[config.mk]
export PLATFORM = sky130hd
export DESIGN_NAME = exp_arbiter
export DESIGN_NICKNAME = d
export VERILOG_FILES = /design/src/rtl/exp_arb_pkg.sv /design/src/rtl/exp_rr_picker.sv /design/src/rtl/exp_arbiter.sv
export SDC_FILE = /design/constraint.sdc
export NUM_CORES = 1
export LEC_CHECK = 0
export CAP_MARGIN = 40
export CORE_MARGIN = 2
export CORE_UTILIZATION = 42
export DETAILED_ROUTE_END_ITERATION = 7
export PLACE_DENSITY = 0.92
export SLEW_MARGIN = 40
export SYNTH_ARGS = -nofsm -noshare
export SYNTH_HDL_FRONTEND = slang
export SYNTH_SLANG_ARGS = --single-unit
export TNS_END_PERCENT = 5
[constraint.sdc]
create_clock -name clk -period 2.1 [get_ports clk]
set_clock_uncertainty 0.2 [all_clocks]
set_input_delay 0.21 -clock clk [delete_from_list [all_inputs] [get_ports clk]]
set_output_delay 0.21 -clock clk [all_outputs]
set_load 0.01 [all_outputs]
[src/rtl/exp_arb_pkg.sv]
// rtl/exp_arb_pkg.sv - shared types and constants for the exponential-unit arbiter
package exp_arb_pkg;

    localparam int X_W    = 16;
    localparam int INT_W  = 2;
    localparam int FRAC_W = 16;

    typedef enum logic [1:0] {
        IDLE  = 2'd0,
        START = 2'd1,
        WAIT  = 2'd2,
        RESP  = 2'd3
    } state_t;

    // Index width for n items; never less than one bit so vectors stay legal.
    function automatic int clog2(input int n);
        int r;
        r = 0;
        while ((1 << r) < n) begin
            r++;
        end
        if (r == 0) begin
            r = 1;
        end
        return r;
    endfunction

endpackage

[src/rtl/exp_rr_picker.sv]
// rtl/exp_rr_picker.sv - round-robin search: first set request at or after rr_ptr
module exp_rr_picker #(
    parameter int N_REQ = 4,
    parameter int IDX_W = exp_arb_pkg::clog2(N_REQ)
) (
    input  logic [N_REQ-1:0] req,
    input  logic [IDX_W-1:0] rr_ptr,
    output logic             any,
    output logic [IDX_W-1:0] grant_idx
);

    logic [IDX_W:0] pos;

    // Walk offsets from farthest to nearest so the nearest set request wins.
    always_comb begin
        any       = 1'b0;
        grant_idx = '0;
        pos       = '0;
        for (int k = N_REQ - 1; k >= 0; k--) begin
            pos = {1'b0, rr_ptr} + (IDX_W + 1)'(k);
            if (pos >= (IDX_W + 1)'(N_REQ)) begin
                pos = pos - (IDX_W + 1)'(N_REQ);
            end
            if (req[pos[IDX_W-1:0]]) begin
                any       = 1'b1;
                grant_idx = pos[IDX_W-1:0];
            end
        end
    end

endmodule

[src/rtl/exp_arbiter.sv]
// rtl/exp_arbiter.sv - round-robin sharing of one exponential unit between requesters
module exp_arbiter #(
    parameter int N_REQ   = 4,
    parameter int X_W     = exp_arb_pkg::X_W,
    parameter int FRAC_W  = exp_arb_pkg::FRAC_W,
    parameter int INT_W   = exp_arb_pkg::INT_W,
    parameter int TIMEOUT = 1024
) (
    input  logic                   clk,
    input  logic                   rst,
    input  logic [N_REQ-1:0]       req,
    input  logic [N_REQ*X_W-1:0]   x_in,
    output logic [N_REQ-1:0]       ack,
    output logic [N_REQ-1:0]       rsp_valid,
    output logic [INT_W-1:0]       rsp_intpart,
    output logic [FRAC_W-1:0]      rsp_fracpart,
    output logic                   rsp_err,
    output logic                   busy,
    output logic                   exp_start,
    output logic [X_W-1:0]         exp_x,
    input  logic                   exp_done,
    input  logic [INT_W-1:0]       exp_intpart,
    input  logic [FRAC_W-1:0]      exp_fracpart
);

    import exp_arb_pkg::*;

    localparam int IDX_W = clog2(N_REQ);
    localparam int WD_W  = clog2(TIMEOUT);

    state_t             state, state_nxt;
    logic [IDX_W-1:0]   rr_ptr, rr_ptr_nxt;
    logic [IDX_W-1:0]   owner, owner_nxt;
    logic [WD_W-1:0]    wd, wd_nxt;
    logic               done_q;
    logic               done_rise;

    logic [X_W-1:0]     x_nxt;
    logic [INT_W-1:0]   int_nxt;
    logic [FRAC_W-1:0]  frac_nxt;
    logic               err_nxt;
    logic [N_REQ-1:0]   ack_nxt;
    logic [N_REQ-1:0]   rsp_valid_nxt;
    logic               start_nxt;
    logic               busy_nxt;

    logic               any;
    logic [IDX_W-1:0]   grant_idx;
    logic [X_W-1:0]     x_sel;
    logic [N_REQ-1:0]   gnt_oh;
    logic [N_REQ-1:0]   own_oh;

    exp_rr_picker #(
        .N_REQ (N_REQ),
        .IDX_W (IDX_W)
    ) u_picker (
        .req       (req),
        .rr_ptr    (rr_ptr),
        .any       (any),
        .grant_idx (grant_idx)
    );

    // Only a fresh rising edge of done completes; a level left from an earlier op is ignored.
    assign done_rise = exp_done & ~done_q;

    // Operand mux and one-hot decodes of the candidate grant and current owner.
    always_comb begin
        x_sel  = '0;
        gnt_oh = '0;
        own_oh = '0;
        for (int i = 0; i < N_REQ; i++) begin
            if (grant_idx == IDX_W'(i)) begin
                x_sel     = x_in[i*X_W +: X_W];
                gnt_oh[i] = 1'b1;
            end
            if (owner == IDX_W'(i)) begin
                own_oh[i] = 1'b1;
            end
        end
    end

    // Next-state and next-output decode; every output is registered from these.
    always_comb begin
        state_nxt  = state;
        rr_ptr_nxt = rr_ptr;
        owner_nxt  = owner;
        wd_nxt     = wd;
        x_nxt      = exp_x;
        int_nxt    = rsp_intpart;
        frac_nxt   = rsp_fracpart;
        err_nxt    = rsp_err;
        ack_nxt    = '0;
        start_nxt  = 1'b0;

        case (state)
            IDLE: begin
                if (any) begin
                    x_nxt     = x_sel;
                    owner_nxt = grant_idx;
                    ack_nxt   = gnt_oh;
                    start_nxt = 1'b1;
                    state_nxt = START;
                end
            end
            START: begin
                wd_nxt    = '0;
                state_nxt = WAIT;
            end
            WAIT: begin
                if (done_rise) begin
                    int_nxt   = exp_intpart;
                    frac_nxt  = exp_fracpart;
                    err_nxt   = 1'b0;
                    state_nxt = RESP;
                end else if (wd == WD_W'(TIMEOUT - 1)) begin
                    int_nxt   = '0;
                    frac_nxt  = '0;
                    err_nxt   = 1'b1;
                    state_nxt = RESP;
                end else begin
                    wd_nxt = wd + 1'b1;
                end
            end
            RESP: begin
                rr_ptr_nxt = (owner == IDX_W'(N_REQ - 1)) ? '0 : owner + 1'b1;
                state_nxt  = IDLE;
            end
            default: begin
                state_nxt = IDLE;
            end
        endcase

        busy_nxt      = (state_nxt != IDLE);
        rsp_valid_nxt = (state_nxt == RESP) ? own_oh : '0;
    end

    // State, datapath and output registers; reset drops any in-flight result.
    always_ff @(posedge clk) begin
        if (rst) begin
            state        <= IDLE;
            rr_ptr       <= '0;
            owner        <= '0;
            wd           <= '0;
            done_q       <= 1'b0;
            exp_x        <= '0;
            exp_start    <= 1'b0;
            ack          <= '0;
            rsp_valid    <= '0;
            rsp_intpart  <= '0;
            rsp_fracpart <= '0;
            rsp_err      <= 1'b0;
            busy         <= 1'b0;
        end else begin
            state        <= state_nxt;
            rr_ptr       <= rr_ptr_nxt;
            owner        <= owner_nxt;
            wd           <= wd_nxt;
            done_q       <= exp_done;
            exp_x        <= x_nxt;
            exp_start    <= start_nxt;
            ack          <= ack_nxt;
            rsp_valid    <= rsp_valid_nxt;
            rsp_intpart  <= int_nxt;
            rsp_fracpart <= frac_nxt;
            rsp_err      <= err_nxt;
            busy         <= busy_nxt;
        end
    end

endmodule

==> out/results.txt, run 1 <==
CTS root buf -> clkbuf_8
Count of nets after finishing -> 557
Worst vdd ir -> 0.000479 V
Share of cells above drive strength 1 -> 0.153
Post-Syn Area -> 2970 um^2
WL final -> 8680 um
Antenna violation net count after detailed routing -> 0
Antenna cell count -> 0
HPWL after detailed placement -> 6490 um
Syn_nets -> 399
Final worst setup slack -> 0.0986 ns
First-pass GRT wire length -> 13600 um
Core area -> 6830 um^2
CTS Buffer Depth -> 2
Arrival time worst endpoint -> 2.03 ns
Syn Area/Cell -> 9.88 um^2
Num CTS Buffers -> 9
Placed instance area -> 4570 um^2
Gate Count Post-Synth -> 300
Unique masters post-synth -> 50
Post-synthesis sequential area ratio -> 0.419
Worst-Margin Slew -> 0.691 ns
WHS Endpoint -> exp_x[3]
Number of max-cap violations -> 0
TritonCTS Sinks -> 62
PwrDens -> 948 nW/um^2
Min-delay src -> exp_x[3]
Average wire per standard cell -> 15.5 um
Placer Congestion -> 0.910
Via density -> 5.19
Worst-path fanout max -> 21
All-Layer GR Usage -> 0.224
Vias in the first global route -> 2980
CP endpoint kind -> flop
F_max -> 500 MHz
Post-CTS setup buffers -> 0
Hold Vio Cnt, Final -> 0
Post-synth ARST share -> 0
Relative slew margins -> 0.539
Drt initial violations -> 124
Int Power -> 3.15 mW
Tmin final -> 2.00 ns
Gr ovfl total -> 0
Hold Path Cell Cnt -> 2
Worst-Skew Late Latency -> 0.34 ns
Most frequent cells in the layout -> clkdlybuf4s50_1 (133), dfxtp_1 (62), buf_4 (33)
Synth Warn # -> 0
Pre-Repair DR Iteration Count -> 4
Final critical-path share of the clock period -> 0.953
Crit path kind -> in -> reg
Leakage -> 1.80 nW
Combinational Power Share -> 0.387
Count of port buffers added during placement -> 133
Final Instance Area -> 4830 um^2
Die height -> 88.0 um
I/O pin total -> 134
Worst setup SP type -> input pin
Clock Power Share -> 0.281
Sw power -> 1.43 mW
Critical Path RT -> 2.13 ns
Setup-failing EPs final -> 0
Final slew viol count -> 0
Drt drc -> 0
Worst r2r src -> rr_ptr[1]
Flops & latches, synth -> 62
RR Endpoint -> exp_x[9]
Initial antenna violation count -> 0
FP Rows -> 30
Die width -> 88.0 um
R2R cell count -> 6
EDFF count, synth -> 0
Pre-CTS setup slack -> -0.334 ns
Post-synth top flop -> dfxtp_1
Die area -> 7750 um^2
Outcome -> finished, final reports clean
CTS tree -> yes
Seq pwr share -> 0.333
Switching share of power -> 0.312
Unrepaired setup endpoints after global routing -> no
Largest net degree at the start of global routing -> 26
Starting density of the core -> 0.434
H-tree levels -> 3
Via count of the routed design -> 2904
Commonest non-fill, non-tap cell in the layout -> clkdlybuf4s50_1
Hold_buf cts -> 0
Area Growth Syn to Fin -> 62.7%
Worst-path clk slew -> 0.08 ns
Flop-to-flop setup slack -> 0.14 ns
Worst Setup SP -> req[1]
Worst min path class -> reg -> reg
[metal layers]
metal / vias to the layer above / wire length, um / GRT usage
met3: 19 / 697 / 0.0669
met5: - / 0 / 0
met4: 0 / 200 / 0.0923
met1: 1340 / 3320 / 0.244
met2: 122 / 4470 / 0.405
li1: 1423 / - / -
[power groups by stage]
stage / combinational (mW) / clock (mW) / sequential (mW)
global route: 1.91 / 1.37 / 1.55
finish: 1.77 / 1.28 / 1.52
floorplan: 0.791 / 0 / 1.63
global placement: 1.71 / 0 / 1.54
detailed placement: 1.76 / 0 / 1.54
CTS: 1.78 / 1.30 / 1.52
[worst max-delay path by stage]
stage | slack (ns) | endpoint | depth (start not counted)
after floorplan | 0.16 | wd[9] | 7
after global placement | -0.19 | exp_x[1] | 7
after detailed placement | -0.33 | exp_x[11] | 7
after CTS | 0.05 | exp_x[11] | 7
after global routing | 0.009 | wd[5] | 8
final | 0.1 | exp_x[9] | 7
[critical path, cell delays in order]
cell	delay (ns)
clkdlybuf4s50_1	0.55
inv_2	0.07
a2111oi_4	0.41
buf_4	0.31
nor3b_1	0.08
a211oi_1	0.29
o31ai_2	0.10
[Yosys cell counts, types with 3 or more instances]
cell type / n / area (um^2)
dfxtp_1: 62 / 1240
nor2_1: 25 / 93.8
nand2_1: 23 / 86.3
nor3b_1: 20 / 150
a22o_1: 18 / 158
a211oi_1: 17 / 128
mux2i_1: 16 / 160
ha_1: 10 / 125
buf_2: 9 / 45.0
inv_1: 7 / 26.3
clkbuf_1: 6 / 22.5
nor2b_1: 6 / 37.5
nor3_1: 6 / 30.0
o221ai_1: 6 / 52.6
a211oi_2: 5 / 62.6
o31ai_1: 5 / 37.5
o31ai_2: 5 / 62.6
xnor2_1: 5 / 43.8
a21oi_1: 4 / 20.0
and2_1: 4 / 25.0
nand2b_1: 4 / 25.0
buf_6: 3 / 33.8
nand4_1: 3 / 18.8
[logic make-up (layout without fill, tap and decap cells)]
family                     count (synthesis)  after routing  share of synthesized area
and+or+nand+nor                          101            101                      0.185
buffers and inverters                     28            191                     0.0485
AOI/OAI and AO/OA                         76             76                      0.231
muxes                                     16             16                     0.0540
adders and majority gates                 10             10                     0.0422
xor gates and xnor gates                   7              7                     0.0207
DFF                                       62             62                      0.419
[sequential cells by signal, summed over array words and instances, names as in the netlist]
signal and count:
busy 1, wd 10, rsp_valid 4, ack 4, exp_x 16, exp_start 1, rsp_err 1, rr_ptr 2
done_q 1, rsp_intpart 2, state 2, owner 2, rsp_fracpart 16
[repair_timing]
action | in CTS | in global routing
endpoints found under the setup margin | 0 | 12
endpoints found under the hold margin | 0 | 0
resized for setup | 0 | 3
[metrics by stage]
stage               hold slack [ns]  cells  power [mW]  TNS (ns)   util
finish                        0.249    559        4.57         0  0.706
global route                  0.260    559        4.83         0  0.706
CTS                           0.253    559        4.60         0  0.705
detailed placement            0.237    543        3.31     -4.33  0.669
global placement              0.235    543        3.25     -5.18  0.669
floorplan                     0.138    300        2.42         0      -
[area by class of cell]
| cell class | count | area [um^2] |
|---|---|---|
| Inverter | 8 | 30.0 |
| Sequential cell | 62 | 1240 |
| Fill cell | 504 | 2010 |
| Tap cell | 96 | 120 |
| Multi-Input combinational cell | 210 | 1590 |
| Clock inverter | 7 | 123 |
| Clock buffer | 9 | 124 |
| Timing Repair Buffer | 167 | 1600 |
No activity file was read; power rests on OpenSTA's default activity.
==> run 2, diff against run 1 <==
Settings changed: CORE_UTILIZATION 42 to 45, PLACE_DENSITY 0.92 to 0.95, SLEW_MARGIN 40 to 30.
Clock period 2.1 ns to 2.35 ns, I/O delays scaled along.
==> run 2 against run 1 <==
Effect of this change: non-clock buffer count down 18; sequential power decreased by 9%; combinational power down 18%; die area is 6.4% lower; setup slack better by 0.13 ns; final cell count down 6.8%; via count is 1.2% lower; sequential share of layout area increased by 1.2 points; register-to-register slack better by 0.09 ns; count of clock-buffer cells in the layout grew 2; utilization up 2.0 points; global-route usage up 1.3 points; critical endpoint is now wd[9]; largest cell class is now multi-input gates; highest routed layer unchanged.
==> out/results.txt, run 2 (same netlist as run 1, synthesis figures left out) <==
F_max -> 472 MHz
Hold Vio Cnt, Final -> 0 (unchanged)
Commonest non-fill, non-tap cell in the layout -> clkdlybuf4s50_1
Via count of the routed design -> 2869 (-1.2%)
Clock Power Share -> 0.226 (-0.055)
PwrDens -> 797 nW/um^2 (-16%)
Setup-failing EPs final -> 0 (unchanged)
CTS tree -> yes
Worst-Skew Late Latency -> 0.33 ns (about the same)
I/O pin total -> 134 (unchanged)
Arrival time worst endpoint -> 2.14 ns (+0.11 ns)
R2R cell count -> 6 (unchanged)
Placer Congestion -> 0.917 (+0.73%)
Fill cells -> 475 (-5.8%)
Antenna violation net count after detailed routing -> 0 (unchanged)
Worst-Margin Slew -> 0.713 ns (+0.0219 ns)
Count of nets after finishing -> 539 (-3.2%)
Final Instance Area -> 4610 um^2 (-4.4%)
Drt drc -> 0 (unchanged)
Die width -> 85.2 um (-3.2%)
Hold_buf cts -> 0 (unchanged)
Final worst setup slack -> 0.230 ns (+0.131 ns)
CP endpoint kind -> flop
Crit path max-delay family -> compound AO/OA/AOI/OAI gates
Unrepaired setup endpoints after global routing -> no
Most frequent cells in the layout -> clkdlybuf4s50_1 (133), dfxtp_1 (62), nor2_1 (24)
All-Layer GR Usage -> 0.237 (+0.0133)
Critical path depth in cells -> 6 (-1)
Via density -> 5.51 (+6.0%)
Area Growth Syn to Fin -> 55.6%
Leakage -> 1.69 nW (-6.0%)
Core area -> 6350 um^2 (-7.1%)
First-pass GRT wire length -> 13600 um (about the same)
Worst r2r src -> state[0]
RR Endpoint -> wd[9]
CTS Buffer Depth -> 2 (unchanged)
Int Power -> 2.46 mW (-22%)
Die height -> 85.2 um (-3.2%)
Pre-CTS setup slack -> -0.0864 ns (+0.248 ns)
CP endpoint -> wd[9]
H-tree levels -> 3 (unchanged)
Hold Path Cell Cnt -> 2 (unchanged)
FP Rows -> 29 (-3.3%)
Average wire per standard cell -> 16.4 um (+5.4%)
Pwr Total -> 3.68 mW (-20%)
Worst-path fanout max -> 9 (-57%)
Worst vdd ir -> 0.000437 V (-8.8%)
Largest net degree at the start of global routing -> 22 (-15%)
Crit-path slowest cell -> a2111oi_1
Count of port buffers added during placement -> 133 (unchanged)
Worst-path clk slew -> 0.07 ns (about the same)
Combinational Power Share -> 0.397 (+0.010)
Placed instance area -> 4440 um^2 (-2.9%)
Final slew viol count -> 0 (unchanged)
CTS root buf -> clkbuf_8
Final critical-path share of the clock period -> 0.902
WP buf/inv -> 1 (-2)
Seq pwr share -> 0.377 (+0.044)
Starting density of the core -> 0.467 (+0.0329)
Die area -> 7250 um^2 (-6.4%)
Drt initial violations -> 102 (-18%)
Worst min path class -> reg -> reg
Crit path kind -> reg -> reg
Sw power -> 1.21 mW (-15%)
Pre-Repair DR Iteration Count -> 4 (unchanged)
Antenna cell count -> 0 (unchanged)
Final Instance Count excl. Fillers -> 521 (-6.8%)
Initial antenna violation count -> 0 (unchanged)
Num CTS Buffers -> 9 (unchanged)
Switching share of power -> 0.330 (+0.0184)
Top flop regs -> exp_x x16, rsp_fracpart x16, wd x10
Number of max-cap violations -> 0 (unchanged)
Relative slew margins -> 0.524 (-0.0146)
Vias in the first global route -> 2889 (-3.1%)
Worst setup SP type -> flop
HPWL after detailed placement -> 6300 um (-2.8%)
Tmin final -> 2.12 ns
Worst path cell trace -> inv_1 > ha_1 > o311ai_1 > a2111oi_1 > xnor2_1 > nor2_1
WL final -> 8520 um (-1.8%)
Gr ovfl total -> 0 (unchanged)
Share of cells above drive strength 1 -> 0.113 (-0.0407)
Outcome -> finished, final reports clean
Dpl cells -> 506 (-6.8%)
Worst Setup SP -> state[0]
TritonCTS Sinks -> 62 (unchanged)
Worst path max stage delay -> 0.53 ns (-0.02 ns)
Critical Path RT -> 2.37 ns (+0.24 ns)
Flop-to-flop setup slack -> 0.23 ns (+0.09 ns)
run 2: changes by cell type in the layout (fill, tap and decap cells not counted):
cell and change:
clkbuf_8 +2, nor2b_1 +1, clkinv_4 -2, buf_12 +2, bufinv_16 -3, clkinvlp_4 -1, clkinv_2 +3, buf_4 -20
or2_4 -1, or2_1 +1, nor2b_2 -1
run 2: stage by stage:
| stage | utilization | hold slack, ns | setup TNS [ns] |
|---|---|---|---|
| 6_report | 0.727 | 0.274 | 0 |
| 2_1_floorplan | - | 0.163 | 0 |
| 3_5_place_dp | 0.699 | 0.255 | -0.949 |
| 4_1_cts | 0.727 | 0.272 | 0 |
| 5_1_grt | 0.727 | 0.282 | 0 |
| 3_3_place_gp | 0.699 | 0.238 | -0.00788 |
run 2: area by class of cell:
| type | count | area [um^2] | area share |
|---|---|---|---|
| tap | 77 | 96.3 | 0.0209 |
| sequential | 62 | 1240 | 0.269 |
| timing repair buffer | 149 | 1490 | 0.323 |
| clock inverter | 4 | 22.5 | 0.00488 |
| clock buffer | 11 | 151 | 0.0328 |
| inverter | 8 | 30.0 | 0.00651 |
| multi-input combinational | 210 | 1580 | 0.343 |
run 2: how the worst min path moves through the flow:
| stage | to | startpoint |
|---|---|---|
| after floorplan | done_q | exp_done |
| after global placement | exp_x[3] | exp_x[3] |
| after detailed placement | exp_x[4] | exp_x[4] |
| after CTS | exp_x[4] | exp_x[4] |
| after global routing | exp_x[8] | exp_x[8] |
| final | exp_x[8] | exp_x[8] |
run 2: what timing repair did:
action / CTS / global route
setup buffers: 0 / 0
setup endpoints to repair: 0 / 1
gates resized for setup: 0 / 1
run 2: metal layers:
metal,GRT usage,vias up,wire length (um)
met5,0,-,0
met4,0.113,0,209
met3,0.0681,16,732
met2,0.408,134,4230
met1,0.271,1338,3350
li1,-,1381,-
run 2: power by group through the flow:
stage / Sequential, mW / Combinational [mW] / Clock (mW)
6_report: 1.39 / 1.46 / 0.831
3_3_place_gp: 1.40 / 1.42 / 0
5_1_grt: 1.41 / 1.59 / 0.908
2_1_floorplan: 1.46 / 0.707 / 0
4_1_cts: 1.39 / 1.47 / 0.859
3_5_place_dp: 1.40 / 1.46 / 0
run 2: worst register-to-register path, delay by kind of cell, from the launching register on:
| kind | cells | cell delay, ns |
|---|---|---|
| compound gates | 2 | 0.78 |
| flops | 1 | 0.35 |
| fa+ha+maj | 1 | 0.33 |
| xor+xnor | 1 | 0.17 |
| buf+inv | 1 | 0.13 |
| simple gates | 1 | 0.05 |
==> run 3, diff against run 2 <==
Settings changed: HOLD_SLACK_MARGIN from default to 0.15.
==> results of run 3 <==
The final DEF is identical to that of run 2; final timing and power are the same.
